==> src/rtl/clk_div_prog.sv <==
`default_nettype none
// ============================================================================
//  Module   : clk_div_prog
//  Purpose  : Runtime-programmable integer clock divider. Produces a registered
//             divided clock plus rise/fall strobes. New divide ratios are held
//             in a shadow register and take effect only at a period boundary,
//             so a period is never glitched or shortened. A sync strobe forces
//             an immediate boundary (phase restart).
//  Revision : 1.0  initial release
// ============================================================================
module clk_div_prog #(
  parameter int CNT_W       = 16,
  parameter int DIV_DEFAULT = 10
) (
  input  logic             clkin,
  input  logic             rst_n,
  input  logic             en,
  input  logic [CNT_W-1:0] div_in,
  input  logic             div_load,
  input  logic             sync,
  output logic             clkout,
  output logic             rise_pulse,
  output logic             fall_pulse,
  output logic [CNT_W-1:0] div_cur,
  output logic             load_ack,
  output logic             load_err
);

  localparam logic [CNT_W-1:0] DIV_RST = CNT_W'(DIV_DEFAULT);
  localparam logic [CNT_W-1:0] MIN_DIV = CNT_W'(2);
  localparam logic [CNT_W-1:0] ONE     = CNT_W'(1);

  // Position within the current period, 0 .. div_cur-1.
  logic [CNT_W-1:0] cnt;
  // Requested ratio waiting for the next boundary.
  logic [CNT_W-1:0] shadow;
  logic             pending;

  logic             load_ok;
  logic             load_bad;
  logic             boundary;
  logic             apply;
  logic [CNT_W-1:0] div_next;
  logic [CNT_W-1:0] cnt_next;
  logic [CNT_W-1:0] high_time;
  logic             clk_next;
  logic [CNT_W-1:0] shadow_next;
  logic             pending_next;

  // Next-state computation for counter, ratio, shadow and divided clock.
  always_comb begin
    load_ok   = div_load && (div_in >= MIN_DIV);
    load_bad  = div_load && (div_in <  MIN_DIV);

    // A sync strobe is a forced boundary; it has the same effect as a natural one.
    boundary  = en && (sync || (cnt == (div_cur - ONE)));

    // The pending ratio is committed at a boundary, or straight away while idle.
    // It always uses the shadow value from before this edge, so a load landing
    // on the boundary edge waits for the following boundary.
    apply     = pending && (boundary || !en);
    div_next  = apply ? shadow : div_cur;

    // Idle parks the counter at the last count so enabling starts a fresh period.
    if (!en) begin
      cnt_next = div_next - ONE;
    end else if (boundary) begin
      cnt_next = '0;
    end else begin
      cnt_next = cnt + ONE;
    end

    // High time is the ceiling half of the period; odd ratios spend the extra cycle high.
    high_time = div_next - (div_next >> 1);
    clk_next  = en && (cnt_next < high_time);

    shadow_next  = load_ok ? div_in : shadow;
    pending_next = load_ok || (pending && !apply);
  end

  // State and registered outputs; strobes compare the next clock value with the current one.
  always_ff @(posedge clkin) begin
    if (!rst_n) begin
      cnt        <= DIV_RST - ONE;
      div_cur    <= DIV_RST;
      shadow     <= DIV_RST;
      pending    <= 1'b0;
      clkout     <= 1'b0;
      rise_pulse <= 1'b0;
      fall_pulse <= 1'b0;
      load_ack   <= 1'b0;
      load_err   <= 1'b0;
    end else begin
      cnt        <= cnt_next;
      div_cur    <= div_next;
      shadow     <= shadow_next;
      pending    <= pending_next;
      clkout     <= clk_next;
      rise_pulse <= clk_next && !clkout;
      fall_pulse <= !clk_next && clkout;
      load_ack   <= apply;
      load_err   <= load_bad;
    end
  end

endmodule
`default_nettype wire
==> config.mk <==
export PLATFORM = sky130hd
export DESIGN_NAME = clk_div_prog
export DESIGN_NICKNAME = d
export VERILOG_FILES = /design/src/rtl/clk_div_prog.sv
export SDC_FILE = /design/constraint.sdc
export NUM_CORES = 1
export LEC_CHECK = 0
export CORE_MARGIN = 5
export CORE_UTILIZATION = 55
export DETAILED_ROUTE_END_ITERATION = 10
export GPL_TIMING_DRIVEN = 0
export PLACE_DENSITY = 0.84
export SLEW_MARGIN = 15
export SYNTH_ARGS = -nofsm -noshare
export SYNTH_HDL_FRONTEND = slang
export SYNTH_SLANG_ARGS = --single-unit
==> constraint.sdc <==
create_clock -name clkin -period 16.9 [get_ports clkin]
set_input_delay 1.69 -clock clkin [delete_from_list [all_inputs] [get_ports clkin]]
set_output_delay 1.69 -clock clkin [all_outputs]
set_load 0.02 [all_outputs]
==> key figures <==
Timing
  – Final setup TNS: 0 ns
  – RSZ-0062 raised after global routing: false
  – Final setup vio count: 0
  – Worst Clk Skew: 0.0104 ns
  – Least-Margin Pin Slew: 0.960 ns
  – Fmax: 129 MHz
  – Fin crit period: 7.75 ns
  – Rel. slew slack: 0.342
  – Final Hold Vio Count: 0
  – Max Slew Vio Count: 0
  – Final worst path period share: 0.459
  – WHS: 0.446 ns

Synth
  – Synth top area cells: dfxtp_1 23%, ha_1 15%, xnor2_1 7.4%
  – Top cell type's share of synthesized area: 0.235
  – Most instantiated library cell after synthesis: ha_1
  – Yosys top cell by area: dfxtp_1
  – Ys async rst share: 0
  – Yosys Warn Count: 0
  – Netlist cell types: 65
  – Synth Area per Inst: 8.32 µm²
  – Mapped Area: 0.00460 mm²
  – Syn nets: 631
  – Commonest cells post-synth: 56 x ha_1, 54 x dfxtp_1, 52 x nor2_1
  – Main synth FF type: dfxtp_1
  – Seq cells post-synth: 54
  – Mapped Cells: 553
  – Seq/Total Area, Yosys: 0.235
  – EDFF count, synth: 0

Worst setup path
  – CP startpoint kind: flip-flop
  – CP arrival: 8.01 ns
  – Crit path kind: flip-flop to flip-flop
  – Maximum fanout along the worst path: 10
  – CP required: 17.15 ns
  – Crit-path max cell delay: 0.55 ns
  – CP Capture Type: flip-flop
  – CP max stage cell: or4_4

Clock tree
  – Hold_buf cts: 0
  – Num CTS Buffers: 5
  – Post-CTS Setup Bufs: 0
  – Worst-skew pair later-pin latency: 0.31 ns
  – Max Root-Sink Buffers: 2
  – Post-CTS Resized: 0
  – H-tree depth: 2
  – CTS tree: built
  – CTS Root Cell: clkbuf_8
  – Worst-path clk slew: 0.10 ns
  – Clk sinks: 54

Detailed routing
  – Via/cell ratio: 5.69
  – Routed Antenna Nets: 0
  – Via count: 4014
  – Iter 0 DRT Violations: 228
  – Routed WL: 11.4 mm
  – DRC viols: 0
  – Router iterations before antenna repair: 5
  – DR WL/cell: 16.2 µm

Finish
  – Layout cells sized above 1: 0.0483
  – Layout Utilization: 0.641
  – Antenna cell count: 0
  – Final std cells w/o fill: 705
  – # fillers: 707
  – Area Overhead vs Synth: 13.9%
  – Net count, final: 678

Die
  – # rows: 33
  – Core Region: 0.00818 mm²
  – Die ar.: 0.0103 mm²
  – Num ports: 42
  – Starting Density: 0.563
  – Die Wd: 101 µm
  – Die Height: 101 µm

Power
  – PwrDens: 72.1 mW/mm²
  – P_leak: 2.20 nW
  – Worst vdd ir: 31.0 µV

Hold path
  – Hold crit path type: flip-flop to flip-flop

GRT
  – Number of global-route vias before repair: 4047
  – Pin count of the biggest net entering global routing: 17
  – First-pass GRT wire length: 18.8 mm
  – Initial antenna violation count: 0
  – GR Overflow Total: 0
  – GR Util All Layers: 0.226

Placement
  – DP HPWL: 9.31 mm
  – Port buffer count: 40
  – Placed insts: 698
  – Gpl congestion: 0.941

Flow run
  – Maxcap violations: 0

Outcome
  – Outcome: finished clean
[cell families after synthesis]
family / Yosys count / synth area share
and+or+nand+nor: 198 / 0.219
AOI/OAI and AO/OA: 102 / 0.162
buffers and inverters: 61 / 0.0530
adders and majority gates: 57 / 0.157
xor gates and xnor gates: 56 / 0.107
DFF: 54 / 0.235
muxes: 25 / 0.0680
[through the flow]
step / worst slack (ns) / power [W] / cell area [µm²]
global placement: 9.26 / 0.000292 / 5130
CTS: 9.12 / 0.000378 / 5240
floorplan: 10.25 / 0.000258 / 4600
detailed placement: 9.17 / 0.000295 / 5130
global route: 8.48 / 0.000405 / 5240
finish: 9.15 / 0.000378 / 5240
[final cells by class]
cell class	count	area, µm²	share of cell area
plain buffers	19	86.3	0.0165
clock inverters	2	38.8	0.00740
inverters	42	158	0.0301
clock buffers	5	68.8	0.0131
repair buffers	40	400	0.0764
well taps	105	131	0.0251
multi-input cells	438	3280	0.625
flip-flops and latches	54	1080	0.206
[sequential cells by signal, summed over array words and instances (netlist names)]
register / count
shadow: 16
rise_pulse: 1
clkout: 1
cnt: 16
load_err: 1
pending: 1
fall_pulse: 1
div_cur: 16
load_ack: 1
[path summary, 6_finish.rpt]
check             startpoint          to  slack, ns  depth (start not counted)
setup reg to reg  div_cur[0]  rise_pulse       9.15                         34
hold / removal        clkout  rise_pulse       0.45                          1
hold reg to reg       clkout  rise_pulse       0.45                          1
setup / recovery  div_cur[0]  rise_pulse       9.15                         34
[power by group]
| group | total, W | switching [W] | internal [W] |
|---|---|---|---|
| clock | 0.0000839 | 0.0000403 | 0.0000436 |
| sequential | 0.000142 | 0.00000755 | 0.000135 |
| combinational | 0.000152 | 0.0000829 | 0.0000688 |
[worst max-delay path, delay by kind of cell (launching register included)]
kind | cells | cell delay, ns
AOI/OAI and AO/OA | 16 | 3.32
muxes | 1 | 0.41
xor gates and xnor gates | 1 | 0.15
and+or+nand+nor | 7 | 1.69
adders and majority gates | 4 | 0.90
DFF | 1 | 0.37
buffers and inverters | 5 | 0.84
[layer usage]
metal,share of wire,vias up,global-route usage
met5,0,-,0
met4,0.022,0,0.0767
met3,0.041,19,0.0248
met2,0.49,94,0.409
met1,0.44,1866,0.276
li1,-,2035,-
[layout by cell type, fill, tap and decap left out, drive strengths merged, types with 6 or more instances in the layout]
master | Yosys | final
ha | 56 | 56
dfxtp | 54 | 54
nor2 | 52 | 52
nand2 | 44 | 44
inv | 42 | 42
clkdlybuf4s50 | 0 | 40
xnor2 | 39 | 39
a21oi | 25 | 25
mux2i | 24 | 24
clkbuf | 16 | 21
nand3 | 17 | 17
xor2 | 17 | 17
and2 | 16 | 16
o22ai | 14 | 14
o21ai | 12 | 12
nand4 | 10 | 10
nor4 | 8 | 8
nor3 | 8 | 8
nor2b | 8 | 8
nand2b | 8 | 8
a31oi | 7 | 7
a21o | 6 | 6
Power figures use the tool's default switching activity.
==> RTL edit 1 (config.mk and constraints unchanged) <==
Change the parameter `CNT_W` from 16 to 20.
--- a/src/rtl/clk_div_prog.sv
+++ b/src/rtl/clk_div_prog.sv
@@ -9,7 +9,7 @@
 //  Revision : 1.0  initial release
 // ============================================================================
 module clk_div_prog #(
-  parameter int CNT_W       = 16,
+  parameter int CNT_W       = 20,
   parameter int DIV_DEFAULT = 10
 ) (
   input  logic             clkin,
Interface: changed (resized div_cur and div_in); port bits go from 42 to 50. The function was not compared with the original's and may differ.
==> RTL edit 1 against the original RTL <==
- final area increased by 28%
- non-clock buffer count is 13 higher
- routed wire length increased by 42%
- setup slack worse by 280 ps
- critical endpoint is now fall_pulse
- sequential cell count up 12
- synthesized area is 27% higher
- power rose by 61%
- clock power rose by 94%
==> RTL edit 1: results (changes against the original RTL) <==
| Metric | Value |
|---|---|
| Status | finished clean |
| Bufs on Longest Clock Path | 2 (unchanged) |
| Total track usage | 25.21% (+2.7 points) |
| Worst vdd ir | 0.07103 mV (+130%) |
| H-tree depth | 3 (+1) |
| Max Clock Skew | 7.064 ps (-3.367 ps) |
| Slowest CP cell | mux2i_1 |
| Worst path arrival time | 8320 ps (+310 ps) |
| Ys async rst share | 0% (unchanged) |
| Vias after detailed routing | 5324 (+33%) |
| DRT Pass-1 Iters | 6 (+1) |
| Vias in the first global route | 5124 (+27%) |
| Antenna violations before repair | 0 (unchanged) |
| Post-Syn Nets | 793 (+26%) |
| CTS Root Cell | clkbuf_8 |
| Seq/Total Area, Yosys | 22.67% (-0.83 points) |
| # port buffers | 49 (+23%) |
| Antenna diode count | 0 (unchanged) |
| Global placer's final weighted congestion | 0.9414 (about the same) |
| Leakage power total | 2.957 nW (+35%) |
| Hold_sp | shadow[15] |
| Placed inst area | 6490 um2 (+26%) |
| Largest regs | cnt (20), div_cur (20), shadow (20) |
| Dpl hpwl | 13160 um (+41%) |
| First-pass GRT wire length | 25970 um (+38%) |
| Layout Nets | 853 (+26%) |
| Worst path max stage delay | 540 ps |
| DRT iter0 DRCs | 367 (+61%) |
| Worst-path clk slew | 70 ps (-30 ps) |
| Actual slew at the worst max-slew pin | 889.1 ps (-70.81 ps) |
| Filler cell count | 868 (+23%) |
| Drt drc | 0 (unchanged) |
| Largest net degree at the start of global routing | 13 (-4) |
| Post-Route WL | 16220 um (+42%) |
| Ys Warns | 0 (unchanged) |
| Yosys cell types | 74 (+14%) |
| Critical path origin | div_cur[0] |
| Fraction of final layout cells sized beyond drive strength 1 | 5.125% (+0.29 points) |
| Later-pin clock latency in the skew report | 350 ps (+40 ps) |
| TritonCTS Buffers | 9 (+4) |
| Setup crit end kind | register |
| Internal | 381.8 uW (+55%) |
| Critical path fanouts, max | 10 (unchanged) |
| Top cells by count, synth | ha_1 (71), nor2_1 (70), dfxtp_1 (66), nand2_1 (54), inv_1 (44) |
| Post-CTS Resized | 0 (unchanged) |
| Critical R2R Launch | div_cur[0] |
| Synth top area cells | dfxtp_1 (23%), ha_1 (15%), mux2i_1 (6.5%) |
| Post-CTS Setup Inserts | 0 (unchanged) |
| Worst min-delay path category | register to register |
[RTL edit 1: cell types whose count changed in the layout (fill, tap and decap cells not counted), sizes merged, moves of 8 or more]
cell	before	now
clkdlybuf4s50	40	49
ha	56	71
nor2	52	70
mux2i	24	44
xor2	17	29
nor3	8	16
o21ai	12	20
dfxtp	54	66
nand2	44	54
[RTL edit 1: cell type report]
class,instances,area share (%)
Buffer,23,1.598
Sequential cell,66,19.62
Clock buffer,10,1.896
Timing Repair Buffer,49,7.285
Clock inverter,6,1.710
Inverter,44,2.453
Multi-Input combinational cell,563,62.91
Tap cell,136,2.527
[RTL edit 1: power groups by stage]
stage	Clock [mW]	Combinational (mW)	Sequential (mW)
2_1_floorplan	0	0.193	0.183
3_3_place_gp	0	0.250	0.182
3_5_place_dp	0	0.259	0.183
4_1_cts	0.163	0.261	0.179
5_1_grt	0.171	0.292	0.181
6_report	0.163	0.264	0.180
[RTL edit 1: worst paths after layout]
kind	to	slack (ps)	cells past startpoint
hold / removal	shadow[15]	480	2
setup reg to reg	fall_pulse	8870	32
hold reg to reg	shadow[15]	480	2
setup / recovery	fall_pulse	8870	32
[RTL edit 1: stage by stage]
stage | cells | worst slack, ps | util (%) | hold slack, ps
2_1_floorplan | 696 | 10490 | - | 435.7
3_3_place_gp | 881 | 8672 | 62.87 | 425.5
3_5_place_dp | 881 | 8563 | 62.87 | 449.8
4_1_cts | 897 | 8901 | 65.22 | 456.0
5_1_grt | 897 | 8369 | 65.22 | 492.5
6_report | 897 | 8870 | 65.22 | 478.7
[RTL edit 1: logic make-up after synthesis]
logic type / after synthesis / synth area share, %
AND/OR/NAND/NOR: 242 / 21.72
buffers and inverters: 67 / 4.679
adder cells (fa/ha/maj): 73 / 15.75
AO/OA/AOI/OAI: 131 / 15.78
XOR/XNOR: 72 / 10.82
multiplexers: 45 / 8.585
flip-flops: 66 / 22.67
[RTL edit 1: critical path, delay by kind of cell (launching register included)]
| family | cells | cell delay [ps] |
|---|---|---|
| mux | 1 | 540 |
| fa+ha+maj | 3 | 590 |
| flops | 1 | 310 |
| simple gates | 8 | 1730 |
| compound gates | 14 | 3420 |
| buf+inv | 6 | 1360 |
[RTL edit 1: layer usage]
| metal | up-vias | routed length (um) | GRT usage (%) |
|---|---|---|---|
| met5 | - | 0 | 0 |
| met3 | 36 | 867 | 3.422 |
| met4 | 0 | 421 | 7.772 |
| met1 | 2520 | 7300 | 33.44 |
| met2 | 169 | 7630 | 42.58 |
| li1 | 2599 | - | - |
==> RTL edit 2 (config.mk and constraints unchanged) <==
Made on the original files. The output `load_err` loses its register stage (`load_err` becomes a continuous assignment).
--- a/src/rtl/clk_div_prog.sv
+++ b/src/rtl/clk_div_prog.sv
@@ -89,7 +89,6 @@
       rise_pulse <= 1'b0;
       fall_pulse <= 1'b0;
       load_ack   <= 1'b0;
-      load_err   <= 1'b0;
     end else begin
       cnt        <= cnt_next;
       div_cur    <= div_next;
@@ -99,9 +98,10 @@
       rise_pulse <= clk_next && !clkout;
       fall_pulse <= !clk_next && clkout;
       load_ack   <= apply;
-      load_err   <= load_bad;
     end
   end
 
+  assign load_err = load_bad;
+
 endmodule
 `default_nettype wire
Function: changed (a bounded check fails within 4 cycles, from zero or initial values and one cycle with rst_n low).
==> RTL edit 2 against the original RTL <==
- routed wire length increased by 9.9%
- synthesized area increased by 0.35%
- first-iteration DRC count increased by 3.5%
- power decreased by 3.1%
- core utilization decreased by 0.34 points
- sequential cell count decreased by 1
- final area about the same
- setup slack improved by 600 ps
- critical path type unchanged
==> RTL edit 2: results (changes against the original RTL) <==
| Metric | Value |
|---|---|
| Total track usage | 24.82% (+2.3 points) |
| Vias in the first global route | 4153 (+2.6%) |
| Dpl hpwl | 10290 um (+11%) |
| Worst path max stage delay | 690 ps (+140 ps) |
| Actual slew at the worst max-slew pin | 819.8 ps (-140.1 ps) |
| First-pass GRT wire length | 20210 um (+7.4%) |
| Vias per cell | 5.981 (+5.0%) |
| Yosys cell types | 61 (-6.2%) |
| Top cells by count, synth | ha_1 (56), nor2_1 (55), dfxtp_1 (53), nand2_1 (46), inv_1 (40) |
| Critical path fanouts, max | 7 (-3) |
| Synth top area cells | dfxtp_1 (23%), ha_1 (15%), xnor2_1 (6.3%) |
| DRT Pass-1 Iters | 5 (unchanged) |
| Post-CTS Resized | 0 (unchanged) |
| Post-Syn Nets | 657 (+4.1%) |
| Worst-path clk slew | 100 ps (about the same) |
| Worst min-delay path category | register to register |
| # port buffers | 40 (unchanged) |
| Largest net degree at the start of global routing | 16 (-1) |
| Worst path arrival time | 7410 ps (-600 ps) |
| Seq/Total Area, Yosys | 22.97% (-0.52 points) |
| NetSw | 133.6 uW (+2.2%) |
| Post-Route WL | 12580 um (+9.9%) |
| Bufs on Longest Clock Path | 2 (unchanged) |
| Max Clock Skew | 9.796 ps (-0.6358 ps) |
| Ys Warns | 0 (unchanged) |
| CTS Root Cell | clkbuf_8 |
| Global placer's final weighted congestion | 0.9306 (-1.1%) |
| Hold_sp | shadow[6] |
| Worst vdd ir | 0.03805 mV (+23%) |
| Leakage power total | 2.235 nW (+1.8%) |
| Primary FF master, synth | dfxtp_1 |
| Critical path origin | div_cur[0] |
| Reg2Reg Setup Slack | 9740 ps (+600 ps) |
| Antenna diode count | 0 (unchanged) |
| Layout Nets | 704 (+3.8%) |
| Ys async rst share | 0% (unchanged) |
| Antenna violations before repair | 0 (unchanged) |
| Post-synth EDFFs | 0 (unchanged) |
| Largest regs | cnt (16), div_cur (16), shadow (16) |
| H-tree depth | 2 (unchanged) |
| Later-pin clock latency in the skew report | 310 ps (about the same) |
| Fraction of final layout cells sized beyond drive strength 1 | 3.355% (-1.5 points) |
| Hold_ws | 457.3 ps (+10.89 ps) |
| Slowest CP cell | or4b_2 |
| DRT iter0 DRCs | 236 (+3.5%) |
| Post-CTS Setup Inserts | 0 (unchanged) |
| Status | finished clean |
| TritonCTS Buffers | 5 (unchanged) |
-- RTL edit 2: power by group through the flow --
stage               Clock (mW)  Combinational (mW)  Sequential [mW]
floorplan                    0               0.109            0.143
global placement             0               0.147            0.142
detailed placement           0               0.150            0.143
CTS                     0.0748               0.151            0.140
global route            0.0786               0.168            0.141
finish                  0.0734               0.153            0.140
-- RTL edit 2: layout make-up --
type,instances,area (um2)
plain buffers,21,88.84
multi-input cells,464,3314
fillers,732,2977
clock buffers,6,82.58
clock inverters,1,7.507
flip-flops and latches,53,1061
repair buffers,40,400.4
well taps,105,131.4
inverters,41,153.9
-- RTL edit 2: cell families (layout without fill, tap and decap cells) --
logic type | count (synthesis) | in the layout | share of synthesized area, %
AND/OR/NAND/NOR | 225 | 225 | 25.30
adder cells (fa/ha/maj) | 57 | 57 | 15.61
XOR/XNOR | 47 | 47 | 8.914
buffers and inverters | 62 | 109 | 5.256
AO/OA/AOI/OAI | 119 | 119 | 18.37
multiplexers | 16 | 16 | 3.576
flip-flops | 53 | 53 | 22.97
-- RTL edit 2: routing by layer --
layer / vias to the layer above / wire length, um / global-route usage [%]
met1: 2025 / 5448 / 33.17
met3: 19 / 929 / 2.548
met4: 0 / 230 / 6.237
met2: 181 / 5974 / 42.81
li1: 2147 / - / -
met5: - / 0 / 0
-- RTL edit 2: metrics by stage --
| step | cell area, um2 | instances | worst slack (ps) | power [mW] | util [%] |
|---|---|---|---|---|---|
| final | 5240 | 731 | 9744 | 0.3661 | 63.77 |
| after global routing | 5240 | 731 | 9314 | 0.3880 | 63.77 |
| after CTS | 5240 | 731 | 9810 | 0.3658 | 63.77 |
| after detailed placement | 5150 | 724 | 9710 | 0.2932 | 62.68 |
| after global placement | 5150 | 724 | 9870 | 0.2891 | 62.68 |
| after floorplan | 4618 | 579 | 10860 | 0.2517 | - |
-- RTL edit 2: path summary, 6_finish.rpt --
path / to / cells after the start
worst max-delay path: rise_pulse / 33
worst min-delay path: shadow[6] / 2
worst max register to register: rise_pulse / 33
worst min register to register: shadow[6] / 2
-- RTL edit 2: worst max-delay path: cells and delay by family (launching register included) --
kind	cells	cell delay, ps
AOI/OAI and AO/OA	15	2570
and+or+nand+nor	9	2180
adders and majority gates	4	940
muxes	1	440
DFF	1	400
buffers and inverters	3	380
xor gates and xnor gates	1	160
